$ cat src/rtl/id_ex_operand_stage_pkg.sv
// Constants shared by the decode stage and the ID/EX segment register.
package id_ex_operand_stage_pkg;

    localparam int unsigned WIDTH_DEF   = 32;
    localparam int unsigned DEPTH_B_DEF = 5;
    localparam int unsigned CTRL_W_DEF  = 16;
    localparam int unsigned CNT_W_DEF   = 32;

    // Architectural zero register, never a real producer
    localparam int unsigned X0_IDX = 0;

    // Control bundle carried by a bubble
    localparam logic [CTRL_W_DEF-1:0] CTRL_BUBBLE = '0;

endpackage

$ cat src/rtl/id_ex_operand_stage_operand_bypass.sv
// Priority bypass mux for one source operand: x0, then EX, MEM, WB, register file.
module operand_bypass
    import id_ex_operand_stage_pkg::*;
#(
    parameter int unsigned WIDTH   = WIDTH_DEF,
    parameter int unsigned DEPTH_B = DEPTH_B_DEF
) (
    input  logic [DEPTH_B-1:0] idx,
    input  logic [WIDTH-1:0]   rf_data,
    input  logic               ex_en,
    input  logic [DEPTH_B-1:0] ex_rd,
    input  logic [WIDTH-1:0]   ex_data,
    input  logic               mem_en,
    input  logic [DEPTH_B-1:0] mem_rd,
    input  logic [WIDTH-1:0]   mem_data,
    input  logic               wb_en,
    input  logic [DEPTH_B-1:0] wb_rd,
    input  logic [WIDTH-1:0]   wb_data,
    output logic [WIDTH-1:0]   operand_c
);

    always_comb begin
        operand_c = rf_data;
        if (idx == DEPTH_B'(X0_IDX)) begin
            operand_c = '0;
        end else if (ex_en && (ex_rd == idx)) begin
            operand_c = ex_data;
        end else if (mem_en && (mem_rd == idx)) begin
            operand_c = mem_data;
        end else if (wb_en && (wb_rd == idx)) begin
            // WB writes the register file on the same edge, so rf_data is stale here
            operand_c = wb_data;
        end
    end

endmodule

$ cat src/rtl/id_ex_operand_stage.sv
// ID/EX boundary: operand bypass, load-use hazard detection, pipeline register, perf counters.
module id_ex_operand_stage
    import id_ex_operand_stage_pkg::*;
#(
    parameter int unsigned WIDTH   = WIDTH_DEF,
    parameter int unsigned DEPTH_B = DEPTH_B_DEF,
    parameter int unsigned CTRL_W  = CTRL_W_DEF,
    parameter int unsigned CNT_W   = CNT_W_DEF
) (
    input  logic               clk,
    input  logic               rst,
    input  logic               id_valid,
    input  logic [WIDTH-1:0]   id_pc,
    input  logic [WIDTH-1:0]   id_imm,
    input  logic [CTRL_W-1:0]  id_ctrl,
    input  logic [DEPTH_B-1:0] id_rs1,
    input  logic [DEPTH_B-1:0] id_rs2,
    input  logic               id_use_rs1,
    input  logic               id_use_rs2,
    input  logic [DEPTH_B-1:0] id_rd,
    input  logic               id_rf_we,
    input  logic               id_mem_re,
    output logic [DEPTH_B-1:0] rf_ra0,
    output logic [DEPTH_B-1:0] rf_ra1,
    input  logic [WIDTH-1:0]   rf_rd0,
    input  logic [WIDTH-1:0]   rf_rd1,
    input  logic [WIDTH-1:0]   ex_fwd_wd,
    input  logic [DEPTH_B-1:0] mem_rd,
    input  logic               mem_rf_we,
    input  logic               mem_mem_re,
    input  logic [WIDTH-1:0]   mem_wd,
    input  logic [DEPTH_B-1:0] wb_rd,
    input  logic               wb_rf_we,
    input  logic [WIDTH-1:0]   wb_wd,
    input  logic               flush,
    output logic               stall_id,
    output logic               ex_valid,
    output logic               ex_rf_we,
    output logic               ex_mem_re,
    output logic [WIDTH-1:0]   ex_pc,
    output logic [WIDTH-1:0]   ex_imm,
    output logic [WIDTH-1:0]   ex_rs1_val,
    output logic [WIDTH-1:0]   ex_rs2_val,
    output logic [DEPTH_B-1:0] ex_rd,
    output logic [CTRL_W-1:0]  ex_ctrl,
    output logic [CNT_W-1:0]   stall_cnt,
    output logic [CNT_W-1:0]   flush_cnt
);

    logic [WIDTH-1:0] rs1_val_c;
    logic [WIDTH-1:0] rs2_val_c;
    logic             ex_fwd_en_c;
    logic             rs1_lu_c;
    logic             rs2_lu_c;
    logic             hz_c;

    assign rf_ra0      = id_rs1;
    assign rf_ra1      = id_rs2;
    assign ex_fwd_en_c = ex_valid && ex_rf_we;

    operand_bypass #(.WIDTH(WIDTH), .DEPTH_B(DEPTH_B)) u_bypass_rs1 (
        .idx      (id_rs1),
        .rf_data  (rf_rd0),
        .ex_en    (ex_fwd_en_c),
        .ex_rd    (ex_rd),
        .ex_data  (ex_fwd_wd),
        .mem_en   (mem_rf_we),
        .mem_rd   (mem_rd),
        .mem_data (mem_wd),
        .wb_en    (wb_rf_we),
        .wb_rd    (wb_rd),
        .wb_data  (wb_wd),
        .operand_c(rs1_val_c)
    );

    operand_bypass #(.WIDTH(WIDTH), .DEPTH_B(DEPTH_B)) u_bypass_rs2 (
        .idx      (id_rs2),
        .rf_data  (rf_rd1),
        .ex_en    (ex_fwd_en_c),
        .ex_rd    (ex_rd),
        .ex_data  (ex_fwd_wd),
        .mem_en   (mem_rf_we),
        .mem_rd   (mem_rd),
        .mem_data (mem_wd),
        .wb_en    (wb_rf_we),
        .wb_rd    (wb_rd),
        .wb_data  (wb_wd),
        .operand_c(rs2_val_c)
    );

    // Load data is only available from WB, so a load in EX or MEM must be waited out
    assign rs1_lu_c = (id_rs1 != DEPTH_B'(X0_IDX)) &&
                      ((ex_valid && ex_mem_re && (ex_rd == id_rs1)) ||
                       (mem_rf_we && mem_mem_re && (mem_rd == id_rs1)));
    assign rs2_lu_c = (id_rs2 != DEPTH_B'(X0_IDX)) &&
                      ((ex_valid && ex_mem_re && (ex_rd == id_rs2)) ||
                       (mem_rf_we && mem_mem_re && (mem_rd == id_rs2)));
    assign hz_c     = id_valid && ((id_use_rs1 && rs1_lu_c) || (id_use_rs2 && rs2_lu_c));
    assign stall_id = hz_c && !flush;

    always_ff @(posedge clk) begin
        if (rst || flush || hz_c) begin
            ex_valid   <= 1'b0;
            ex_rf_we   <= 1'b0;
            ex_mem_re  <= 1'b0;
            ex_pc      <= '0;
            ex_imm     <= '0;
            ex_rs1_val <= '0;
            ex_rs2_val <= '0;
            ex_rd      <= '0;
            ex_ctrl    <= CTRL_W'(CTRL_BUBBLE);
        end else begin
            ex_valid   <= id_valid;
            ex_rf_we   <= id_valid && id_rf_we;
            ex_mem_re  <= id_valid && id_mem_re;
            ex_pc      <= id_pc;
            ex_imm     <= id_imm;
            ex_rs1_val <= rs1_val_c;
            ex_rs2_val <= rs2_val_c;
            ex_rd      <= id_rd;
            ex_ctrl    <= id_ctrl;
        end
    end

    // Saturating performance counters
    always_ff @(posedge clk) begin
        if (rst) begin
            stall_cnt <= '0;
            flush_cnt <= '0;
        end else begin
            if (stall_id && (stall_cnt != '1)) begin
                stall_cnt <= stall_cnt + CNT_W'(1);
            end
            if (flush && (flush_cnt != '1)) begin
                flush_cnt <= flush_cnt + CNT_W'(1);
            end
        end
    end

endmodule

$ cat config.mk
export PLATFORM = sky130hd
export DESIGN_NAME = id_ex_operand_stage
export DESIGN_NICKNAME = d
export VERILOG_FILES = /design/src/rtl/id_ex_operand_stage_pkg.sv /design/src/rtl/id_ex_operand_stage_operand_bypass.sv /design/src/rtl/id_ex_operand_stage.sv
export SDC_FILE = /design/constraint.sdc
export NUM_CORES = 1
export LEC_CHECK = 0
export CAP_MARGIN = 10
export CORE_AREA = 2 2 197 199
export CTS_CLUSTER_DIAMETER = 80
export CTS_CLUSTER_SIZE = 40
export DETAILED_ROUTE_END_ITERATION = 12
export DIE_AREA = 0 0 199 201
export PLACE_DENSITY = 0.57
export SLEW_MARGIN = 20
export SYNTH_ARGS = -nofsm -noshare
export SYNTH_HDL_FRONTEND = slang
export SYNTH_SLANG_ARGS = --single-unit
export TNS_END_PERCENT = 1
$ cat constraint.sdc
create_clock -name clk -period 1.9 [get_ports clk]
set_input_delay 0.285 -clock clk [delete_from_list [all_inputs] [get_ports clk]]
set_output_delay 0.285 -clock clk [all_outputs]
set_load 0.02 [all_outputs]
### After elaboration in Yosys (flattened, before gate mapping)

Cells that the tools add are included.

* logic and storage cells: 62
* register bits after elaboration: 216
* bits of input ports: 276

* reduce and logical (&&, ||, !) cells: 35
* eq/ne operators: 8
* muxes and demuxes: 6
* add/sub/neg operators: 2

Operators with widths (count)
* $mux W32: 6
* $add A32 B1 Y32 const B: 2
* $ne A32 B32 Y1 const B: 2
* $eq A5 B5 Y1: 6
* $logic_and A1 B1 Y1: 23
* $logic_not A5 Y1: 2
* $reduce_bool A5 Y1: 2
* $logic_or A1 B1 Y1: 5
* $reduce_or A2 Y1: 2
* $logic_not A1 Y1: 1

### Longest topological paths before layout

Gate-level depths: netlist of the first run.

* depth in word-level cells: 9
* depth in mapped cells: 11

### By module

From an unflattened synthesis of the first run, not the netlist that was laid out.

* cells, all modules: 1190
* area total of the unflattened synthesis: 10307.4 um^2

By module, submodules not included
* id_ex_operand_stage: sequential area each 4324.1 um^2, cells an instance 762, instances 1, area an instance 7642.3 um^2
* operand_bypass: sequential area each 0.0 um^2, cells an instance 214, instances 2, area an instance 1332.5 um^2

### Worst setup path after synthesis of the first run

No wires, ideal clock.

* kind: reg2reg
* start: register stall_cnt[7]
* end: register stall_cnt[1]
* arrival: 2.151 ns
* data required time: 1.772 ns
* slack: -0.378 ns
* cell stages (with the launch flop): 12
* path through: dfxtp_1 nand4_2 or3_1 buf_6 nor3_4 a21oi_1 o21ai_2 buf_6 buf_8 buf_12 mux2i_1 nor2_1

* word-level cells in the longest chain between the ends: 2

RTL lines
* from (decl): line id_ex_operand_stage.sv:46 `output logic [CNT_W-1:0] stall_cnt,`
* from (signal assigned): line id_ex_operand_stage.sv:132 `stall_cnt <= stall_cnt + CNT_W'(1);`
* $ne A32 B32 Y1: line id_ex_operand_stage.sv:131 `if (stall_id && (stall_cnt != '1)) begin`
* $logic_and A1 B1 Y1: line id_ex_operand_stage.sv:131

No other way between the ends.
A chain may end at the register's enable or synchronous reset.

### Final worst setup path of the first run

* start: register ex_rd[2]
* end: output port stall_id

* word-level cells in the longest chain between the ends: 8
* elaborated cells on any way between the ends: 13
* classes of those cells: eq/ne: 2; reduce/logical: 11

RTL lines
* from (decl): line id_ex_operand_stage.sv:44 `output logic [DEPTH_B-1:0] ex_rd,`
* from (signal assigned): line id_ex_operand_stage.sv:120 `ex_rd <= id_rd;`
* $eq A5 B5 Y1, on equally long branches: line id_ex_operand_stage.sv:93, id_ex_operand_stage.sv:96
* $logic_and A1 B1 Y1, on equally long branches: line id_ex_operand_stage.sv:93, id_ex_operand_stage.sv:96
* $logic_or A1 B1 Y1, on equally long branches: line id_ex_operand_stage.sv:93, id_ex_operand_stage.sv:96
* $logic_and A1 B1 Y1, on equally long branches: line id_ex_operand_stage.sv:92, id_ex_operand_stage.sv:95
* $logic_and A1 B1 Y1: line id_ex_operand_stage.sv:98 `assign hz_c = id_valid && ((id_use_rs1 && rs1_lu_c) || (id_use_rs2 && rs2_lu_c));`
* $logic_or A1 B1 Y1 *: line id_ex_operand_stage.sv:98
* $logic_and A1 B1 Y1 *: line id_ex_operand_stage.sv:98
* $logic_and A1 B1 Y1 *: line id_ex_operand_stage.sv:99 `assign stall_id = hz_c && !flush;`
* to (decl): line id_ex_operand_stage.sv:36 `output logic stall_id,`

Every way passes the cells marked *; elsewhere a longest branch is shown, timed or not.

==> out/metrics.csv, run 1 <==
metric;value;unit
outcome;finished, violations left;
failing checks;setup timing;
root buffer cell;clkbuf_16;
post-route met1 wirelength;16900;um
share of cells above drive strength 1;18.4;%
FF-to-FF Start;ex_rd[2];
clock skew;0.0265;ns
Post-synth top cells;dfxtp_1, a21oi_1, nor2_1;
Main synth FF type;dfxtp_1;
Buffers & Inverters on Critical Path;2;
worst vdd ir;0.697;mV
die area;40000;um2
routed wire length;42600;um
most frequent cell after synthesis;dfxtp_1;
TritonCTS clock tree;yes;
RSZ-0062 raised after global routing;yes;
IO Count;503;
largest net degree at the start of global routing;62;
syn_nets;1354;
endpoints failing setup;180;
hpwl dp;32800;um
worst hold path class;primary input to flip-flop;
Routed Antenna Nets;0;
Finished Layout Cells;2244;
Fmax;0.442;GHz
Crit path largest cell delay;0.38;ns
Inst Count DP;2202;
port bufs;502;
Crit path arrival time;1.98;ns
Synth-to-Final Area Change;83.4;%
synthesized cell area;9420;um2
max-cap viol count;0;
fin crit share;119;%
Vias;10400;
final hold violation count;0;
initial antenna violation count;3;
post-placement setup slack;-1.05;ns
setup_tns;-21.29;ns
initial DRC count;428;
Die Ht;201;um
Via-to-Cell Ratio;4.63;
WHS Endpoint;stall_cnt[11];
largest area contributor in the netlist;dfxtp_1;
Syn. warnings;0;
CP Launch Type;flip-flop;
cts bufs inserted;18;
CTS Buffer Depth;3;
max-slew violations;0;
Yosys cell types;51;
Final Wtd Congestion;0.909;
min-delay src;rst;
slew margin rel.;66.0;%
WHS Path Cells;3;
Synth area leaders;dfxtp_1, a21oi_1, mux2i_1, and2_1, nor2_1;
FP Rows;72;
#FFs+latches synth;216;
first-pass GRT wire length;62800;um
cts hold-fix bufs;0;
WS Path Type;flip-flop to output pin;
Die X-Extent;199;um
CTS clock-pin slew for the worst setup and hold paths;0.09;ns
Reg2Reg Setup Slack;-0.35;ns
Sink Count;216;
Initial Util;24.7;%
Total GRT Usage;20.6;%
routed length per instance;19.0;um
core area;38100;um2
Seq/Total Area, Yosys;45.9;%
delay-heaviest family, CP;flip-flops;
R2R Path End;stall_cnt[22];
ys async rst share;0;%
Max Used Layer;met5;
CTS H-tree lvls;1;
Pleak;6.90;nW
Crit. End Element;output pin;
FF-to-FF path depth;9;
1st-pass router iterations;5;
met2 WL post-DR;21400;um
min cycle time layout;2.26;ns
Post-synth EDFFs;0;
post-synthesis instance total;1076;
CP Cell Sequence;xor2_1 > nor3_2 > nand4_1 > a21oi_2 > o21bai_1 > inv_1 > buf_6;
vias in the first global route;10500;
Slowest cell on crit path;dfxtp_4;
DR DRC count;0;
Critical Path RT;1.62;ns
Critical Path Fanout Max;3;
setup ws final;-0.363;ns
clock latency at the later pin of the worst-skew pair;0.54;ns
post-synth top area share;45.9;%
GRT Residual Overflow;0;
pwr dens;626;nW/um2
Slew @ Worst Pin;0.506;ns
Avg Cell Area, Syn;8.75;um2
Layout Nets;1990;
WL met3;3200;um
## metrics by stage
step	area, um2	utilization [%]	power [mW]	hold WS, ns
2_1_floorplan	9510	-	5.40	0.381
3_3_place_gp	16400	43.0	6.58	0.480
3_5_place_dp	16400	43.0	6.58	0.490
4_1_cts	17200	45.0	11.0	0.203
5_1_grt	17300	45.3	11.2	0.251
6_report	17300	45.3	10.8	0.247
## cell usage in the layout, fill, tap and decap left out, drive strengths merged, types with 12 or more instances in the layout
cell type | Yosys | layout
a21oi | 163 | 163
and2 | 91 | 91
buf | 24 | 197
clkbuf | 51 | 20
clkdlybuf4s50 | 0 | 426
dfxtp | 216 | 216
dlygate4sd2 | 0 | 61
inv | 9 | 17
mux2i | 65 | 65
nand2 | 33 | 33
nand3 | 24 | 24
nand4 | 31 | 31
nor2 | 115 | 115
nor3 | 15 | 15
o21ai | 90 | 90
or3 | 24 | 24
or4 | 13 | 13
xnor2 | 12 | 12
xor2 | 46 | 46
## report_power, final
group,switching (mW),internal [mW],total [mW],leakage [nW]
Combinational,0.746,1.03,1.78,4.79
Clock,2.26,2.06,4.32,0.330
Sequential,0.0507,4.66,4.71,1.78
## state kept, by name, indices dropped and copies added (netlist names)
| name | count |
|---|---|
| ex_ctrl | 16 |
| ex_imm | 32 |
| ex_mem_re | 1 |
| ex_pc | 32 |
| ex_rd | 5 |
| ex_rf_we | 1 |
| ex_rs1_val | 32 |
| ex_rs2_val | 32 |
| ex_valid | 1 |
| flush_cnt | 32 |
| stall_cnt | 32 |
## kinds of logic (layout without fill, tap and decap cells)
logic type                 after synthesis  in the layout  share of synthesized area [%]
other                                    0              2                              0
and+or+nand+nor                        379            379                           21.8
AOI/OAI and AO/OA                      270            270                           15.1
xor gates and xnor gates                58             58                           5.39
buffers and inverters                   84            732                           4.40
muxes                                   67             67                           7.15
adders and majority gates                2              2                          0.266
DFF                                    216            216                           45.9
## worst max path at each step
stage | endpoint | from | depth (start not counted)
after floorplan | flush_cnt[31] | flush_cnt[15] | 7
after global placement | stall_id | id_rs2[3] | 9
after detailed placement | stall_id | id_rs2[1] | 7
after CTS | stall_id | ex_rd[2] | 7
after global routing | stall_id | ex_rd[2] | 7
final | stall_id | ex_rd[2] | 7
## worst reg2reg max path: stages (launching register included)
cell	delay, ns
dfxtp_4	0.38
xor2_2	0.15
nor3_2	0.20
nand4_1	0.18
a21oi_2	0.18
buf_4	0.16
o21ai_4	0.11
buf_6	0.16
or4_1	0.52
a21oi_2	0.14
## layer usage
layer | track usage (%) | vias up
li1 | - | 5026
met1 | 24.4 | 4927
met2 | 35.9 | 384
met3 | 5.24 | 57
met4 | 6.77 | 2
met5 | 0 | -
## area by class of cell
class,instances,area [um2]
antenna,2,5.00
clock buffer,20,479
clock inverter,12,205
fill,3738,20800
inverter,9,33.8
multi-input combinational,776,4910
sequential,216,4380
tap,518,648
timing repair buffer,691,6610
## what timing repair did
item,4_1_cts,5_1_grt
setup endpoints to repair,262,213
pin swaps,47,17
buffers inserted,6,1
cloned,1,0
gates resized for setup,103,26
Note: power is estimated with default switching activity, not from simulation.
==> run 2, diff against run 1 <==
--- a/config.mk
+++ b/config.mk
@@ -7,7 +7,7 @@
 export LEC_CHECK = 0
 export CAP_MARGIN = 10
 export CORE_AREA = 2 2 197 199
-export CTS_CLUSTER_DIAMETER = 80
+export CTS_CLUSTER_DIAMETER = 30
 export CTS_CLUSTER_SIZE = 40
 export DETAILED_ROUTE_END_ITERATION = 12
 export DIE_AREA = 0 0 199 201
==> run 2 against run 1 <==
  * The run still ends with setup timing left
  * Wire length increased by 2.9%
  * Non-clock buffer count increased by 2
  * Critical path depth unchanged
  * Sequential power about the same
  * Sequential share of layout area decreased by 2.1 points
  * Hold slack got worse by 0.025 ns
  * Setup slack improved by 0.022 ns
  * Clock power increased to 2.6 times the previous value
  * Count of clock-buffer cells in the layout increased by 63
  * Register-to-register slack improved by 0.02 ns
  * Clock skew decreased by 0.013 ns
==> out/metrics.csv, run 2 (synthesis gave the netlist of run 1 again) <==
metric;value;unit
CTS H-tree lvls;3;
Pleak;7.70;nW
Routed Antenna Nets;0;
Final Wtd Congestion;0.909;
design area;18800;um2
most common cell after layout, fill and taps aside;clkdlybuf4s50_1;
Initial Util;24.7;%
port bufs;502;
min cycle time layout;2.24;ns
outcome;finished, violations left;
routed wire length;43900;um
IO Count;503;
Sink Count;216;
root buffer cell;clkbuf_16;
initial antenna violation count;5;
cts hold-fix bufs;0;
share of cells above drive strength 1;21.7;%
FF-to-FF path depth;9;
final hold violation count;0;
largest net degree at the start of global routing;62;
FF-to-FF Start;ex_rd[2];
pwr dens;936;nW/um2
GRT Residual Overflow;0;
Die Ht;201;um
core area;38100;um2
slew margin rel.;67.8;%
TritonCTS clock tree;yes;
Critical Path Fanout Max;3;
Via-to-Cell Ratio;4.63;
Synth-to-Final Area Change;99.9;%
CTS clock-pin slew for the worst setup and hold paths;0.04;ns
R2R Path End;stall_cnt[22];
WS Path Type;flip-flop to output pin;
max-cap viol count;0;
DR DRC count;0;
fin crit share;118;%
clock skew;0.0139;ns
1st-pass router iterations;5;
Fmax;0.446;GHz
Critical Path RT;1.62;ns
CTS Buffer Depth;3;
endpoints failing setup;187;
DP Area;16400;um2
commonest non-fill, non-tap cells in the layout;clkdlybuf4s50_1, dfxtp_1, buf_4, a21oi_1, nor2_1;
Slew @ Worst Pin;0.479;ns
setup_tns;-30.47;ns
Vias;10800;
Layout Nets;2041;
vias in the first global route;11100;
Crit path arrival time;1.96;ns
FP Rows;72;
worst hold path class;primary input to flip-flop;
first-pass GRT wire length;64800;um
end point of the critical path;stall_id;
Total GRT Usage;21.4;%
max-slew violations;0;
routed length per instance;18.8;um
cts bufs inserted;67;
initial DRC count;382;
die area;40000;um2
RSZ-0062 raised after global routing;yes;
Reg2Reg Setup Slack;-0.33;ns
clock latency at the later pin of the worst-skew pair;0.55;ns
setup ws final;-0.341;ns
CP Launch Type;flip-flop;
launching element of the worst setup path;ex_rd[2];
Crit. End Element;output pin;
failing checks;setup timing;
Die X-Extent;199;um
hpwl dp;32800;um
worst vdd ir;1.03;mV
[run 2: cell types whose count changed in the layout (fill, tap and decap cells not counted), sizes merged, moves of 5 or more]
cell           change
clkbuf            +63
inv                -6
clkinv            +19
dlygate4sd2        +7
bufinv             +9
clkdlybuf4s50      -5
[run 2: worst min path at each step]
stage | start | end | slack (ns) | depth (start not counted)
floorplan | rst | ex_valid | 0.38 | 1
finish | rst | stall_cnt[16] | 0.22 | 3
global route | rst | flush_cnt[0] | 0.23 | 3
CTS | rst | stall_cnt[1] | 0.19 | 3
detailed placement | flush_cnt[1] | flush_cnt[1] | 0.49 | 2
global placement | flush_cnt[1] | flush_cnt[1] | 0.48 | 2
[run 2: through the flow]
stage	instances	setup WS (ns)	hold slack [ns]	utilization, %	power, mW
6_report	2335	-0.341	0.222	49.4	17.6
4_1_cts	2328	-0.407	0.188	49.2	17.9
5_1_grt	2335	-0.455	0.225	49.4	18.2
2_1_floorplan	1076	-0.124	0.381	-	5.40
3_3_place_gp	2202	-0.969	0.480	43.0	6.58
3_5_place_dp	2202	-1.05	0.490	43.0	6.58
[run 2: critical path, stage by stage (launching register included)]
cell and delay, ns:
dfxtp_2 0.35, xor2_1 0.18, nor3_2 0.19, nand4_1 0.18
a21oi_2 0.18, o21bai_1 0.09, inv_1 0.12, buf_6 0.13
[run 2: repair_timing]
action | CTS | global route
gates cloned | 1 | 0
setup endpoints to repair | 269 | 209
pin swaps | 49 | 12
resized for setup | 112 | 15
buffers inserted | 6 | 3
[run 2: area by class of cell]
class / count / area (um2)
Inverter: 9 / 33.8
Sequential cell: 216 / 4380
Antenna cell: 4 / 10.0
Clock inverter: 36 / 422
Multi-Input combinational cell: 776 / 4890
Timing Repair Buffer: 693 / 6610
Tap cell: 518 / 648
Fill cell: 3605 / 19300
Clock buffer: 83 / 1840
[run 2: power breakdown]
part | switching [mW] | leakage, nW | internal, mW | total (mW)
clock | 3.13 | 1.13 | 7.98 | 11.1
combinational | 0.748 | 4.79 | 1.03 | 1.78
sequential | 0.0516 | 1.78 | 4.69 | 4.74
[run 2: metal layers]
| metal | track usage (%) | up-vias | share of wire, % |
|---|---|---|---|
| met2 | 36.6 | 469 | 50 |
| met3 | 7.16 | 86 | 8.5 |
| met4 | 9.43 | 2 | 2.9 |
| met5 | 0 | - | 0.023 |
| met1 | 24.0 | 5086 | 39 |
| li1 | - | 5171 | - |
==> run 3, diff against run 2 <==
--- a/config.mk
+++ b/config.mk
@@ -5,13 +5,14 @@
 export SDC_FILE = /design/constraint.sdc
 export NUM_CORES = 1
 export LEC_CHECK = 0
+export ABC_AREA = 1
 export CAP_MARGIN = 10
-export CORE_AREA = 2 2 197 199
+export CORE_AREA = 2 2 198 200
 export CTS_CLUSTER_DIAMETER = 30
 export CTS_CLUSTER_SIZE = 40
 export DETAILED_ROUTE_END_ITERATION = 12
-export DIE_AREA = 0 0 199 201
-export PLACE_DENSITY = 0.57
+export DIE_AREA = 0 0 200 202
+export PLACE_DENSITY = 0.6
 export SLEW_MARGIN = 20
 export SYNTH_ARGS = -nofsm -noshare
 export SYNTH_HDL_FRONTEND = slang
==> run 3 against run 2 <==
  * The flow still finishes with violations (setup timing)
  * Design area increased by 6.6%
  * Largest cell class unchanged
  * Register-to-register slack improved by 0.27 ns
  * Sequential power is essentially flat
  * Combinational power rose by 22%
  * Count of clock-buffer cells in the layout up 19
  * Die area increased by 1.0%
  * Hold slack improved by 0.017 ns
  * Largest power group unchanged
  * Critical path depth increased by 2
==> out/metrics.csv, run 3 <==
metric;value;unit
Synth area leaders;dfxtp_1, nand2_1, inv_1, nor2_1, nand3_1;
clock latency at the later pin of the worst-skew pair;0.57;ns
Switch Pwr;4.36;mW
Compound-Gate Fraction of Synth Area;7.12;%
WS Path Type;flip-flop to output pin;
Avg Cell Area, Syn;6.49;um2
Crit path largest cell delay;0.40;ns
mux contribution to synthesized area;0;%
FF-to-FF path depth;12;
largest family of logic cells by synthesized area;simple AND/OR/NAND/NOR gates;
CP Launch Type;flip-flop;
Initial Util;27.8;%
Slew @ Worst Pin;0.426;ns
routed wire length;48100;um
pwr dens;938;nW/um2
commonest non-fill, non-tap cells in the layout;clkdlybuf4s50_1, nand2_1, inv_1, nor2_1, dfxtp_1;
most common cell after layout, fill and taps aside;clkdlybuf4s50_1;
part of the power in the clock network;63.2;%
Synth Area in XOR/XNOR;1.15;%
Die X-Extent;200;um
WHS Path Cells;3;
post-synth top area share;40.6;%
Crit path arrival time;1.91;ns
Buffers & Inverters on Critical Path;2;
Final Wtd Congestion;0.923;
vias in the first global route;13000;
min-delay src;id_imm[25];
final hold violation count;0;
CTS clock-pin slew for the worst setup and hold paths;0.04;ns
synthesized cell area;10700;um2
initial DRC count;679;
Yosys cell types;36;
worst vdd ir;0.639;mV
Die Ht;202;um
setup ws final;-0.296;ns
Post-synth top cells;nand2_1, inv_1, nor2_1;
Fill cells;3625;
simple logic cell fraction of the synthesized area;36.5;%
Seq/Total Area, Yosys;40.6;%
worst hold path class;primary input to flip-flop;
IO Count;503;
clock skew;0.0200;ns
Vias;13200;
hpwl dp;35800;um
root buffer cell;clkbuf_16;
post-placement setup slack;-0.868;ns
Slowest cell on crit path;dfxtp_1;
failing checks;setup timing;
Critical Path RT;1.62;ns
Pleak;9.57;nW
endpoints failing setup;21;
Int Power;14.5;mW
Flop pwr share;25.2;%
Sink Count;216;
die area;40400;um2
delay-heaviest family, CP;simple AND/OR/NAND/NOR gates;
combinational fraction of design power;11.5;%
Post-synth EDFFs;0;
cts bufs inserted;68;
largest net degree at the start of global routing;65;
Reg2Reg Setup Slack;-0.06;ns
#FFs+latches synth;216;
GRT Residual Overflow;0;
fin crit share;116;%
Crit. End Element;output pin;
syn_nets;1920;
first-pass GRT wire length;71500;um
FF-to-FF Start;ex_rd[0];
R2R Path End;ex_rs1_val[11];
CTS Buffer Depth;3;
largest area contributor in the netlist;dfxtp_1;
port bufs;502;
RSZ-0062 raised after global routing;yes;
min cycle time layout;2.20;ns
Total GRT Usage;22.8;%
Via-to-Cell Ratio;4.62;
share of cells above drive strength 1;14.7;%
Layout Nets;2562;
launching element of the worst setup path;ex_mem_re;
DR DRC count;0;
outcome;finished, violations left;
1st-pass router iterations;5;
max-slew violations;0;
most frequent cell after synthesis;nand2_1;
core area;38300;um2
WHS Endpoint;ex_imm[25];
initial antenna violation count;8;
CTS H-tree lvls;3;
Post-Synth Adder-Cell Area;0.235;%
post-synthesis instance total;1642;
Synth-to-Final Area Change;88.5;%
Sw Share;23.1;%
Main synth FF type;dfxtp_1;
Fmax;0.455;GHz
ys async rst share;0;%
slew margin rel.;71.4;%
TritonCTS clock tree;yes;
routed length per instance;16.8;um
Critical Path Fanout Max;2;
setup_tns;-0.689;ns
Routed Antenna Nets;0;
Syn. warnings;0;
max-cap viol count;0;
CP Cell Sequence;nand2_1 > inv_1 > nand4_1 > nand2_1 > nand2_2 > nand2_4 > nand2_4 > nor2_4 > buf_6;
FP Rows;72;
## run 3: cell types whose count changed in the layout (fill, tap and decap cells not counted), sizes merged, moves of 33 or more
cell | before | now
buf | 199 | 166
nand2 | 33 | 310
nand3 | 24 | 168
a21oi | 163 | 26
inv | 11 | 297
nor2 | 115 | 274
and2 | 91 | 0
mux2i | 65 | 0
xor2 | 46 | 8
nand4 | 31 | 94
## run 3: worst register-to-register path, cell delays in order (launching register included)
cell	delay, ns
dfxtp_4	0.37
xor2_1	0.17
nor2_2	0.07
buf_4	0.13
buf_4	0.12
buf_4	0.12
buf_4	0.12
nand4_1	0.11
buf_12	0.17
buf_16	0.19
nand3_1	0.09
o21ai_1	0.12
nor2_1	0.07
## run 3: stage by stage
stage	instances	util, %	area (um2)	total power, mW	hold slack [ns]
global route	2862	52.4	20100	19.5	0.215
floorplan	1642	-	10700	5.63	0.397
finish	2863	52.4	20100	18.8	0.239
CTS	2852	51.8	19800	19.0	0.205
detailed placement	2725	45.4	17400	6.94	0.482
global placement	2725	45.4	17400	6.94	0.478
## run 3: metal layers
metal	up-vias	track usage [%]	routed length, um
met4	2	10.8	1620
li1	6473	-	-
met2	590	38.5	23400
met1	6058	26.4	18800
met3	104	6.57	4390
met5	-	0	16
## run 3: worst max path at each step
| stage | to | depth (start not counted) |
|---|---|---|
| 6_report | stall_id | 9 |
| 5_1_grt | stall_id | 11 |
| 4_1_cts | stall_id | 9 |
| 3_5_place_dp | stall_id | 12 |
| 3_3_place_gp | stall_id | 12 |
| 2_1_floorplan | flush_cnt[30] | 10 |
## run 3: power groups by stage
stage	clock, mW	combinational (mW)	sequential [mW]
floorplan	0	0.628	5.00
global placement	0	2.11	4.83
detailed placement	0	2.11	4.83
CTS	12.1	2.13	4.75
global route	12.4	2.32	4.76
finish	11.9	2.17	4.75
## run 3: layout make-up
cell class / instances / area (um2) / share of cell area, %
tap: 518 / 648 / 3.23
inverter: 297 / 1110 / 5.55
clock inverter: 22 / 444 / 2.21
clock buffer: 102 / 2020 / 10.1
antenna: 7 / 17.5 / 0.0872
multi-input combinational: 1041 / 5040 / 25.1
timing repair buffer: 660 / 6450 / 32.1
sequential: 216 / 4340 / 21.6
## run 3: kinds of logic after synthesis
group,Yosys count
AOI/OAI and AO/OA,138
adders and majority gates,2
buffers and inverters,385
DFF,216
xor gates and xnor gates,14
and+or+nand+nor,887
## run 3: timing repair
item	4_1_cts	5_1_grt
gates resized for setup	91	62
hold buffers	0	0
setup buffers	3	4
pin swaps	3	15
setup endpoints to repair	259	218
cloned	0	0
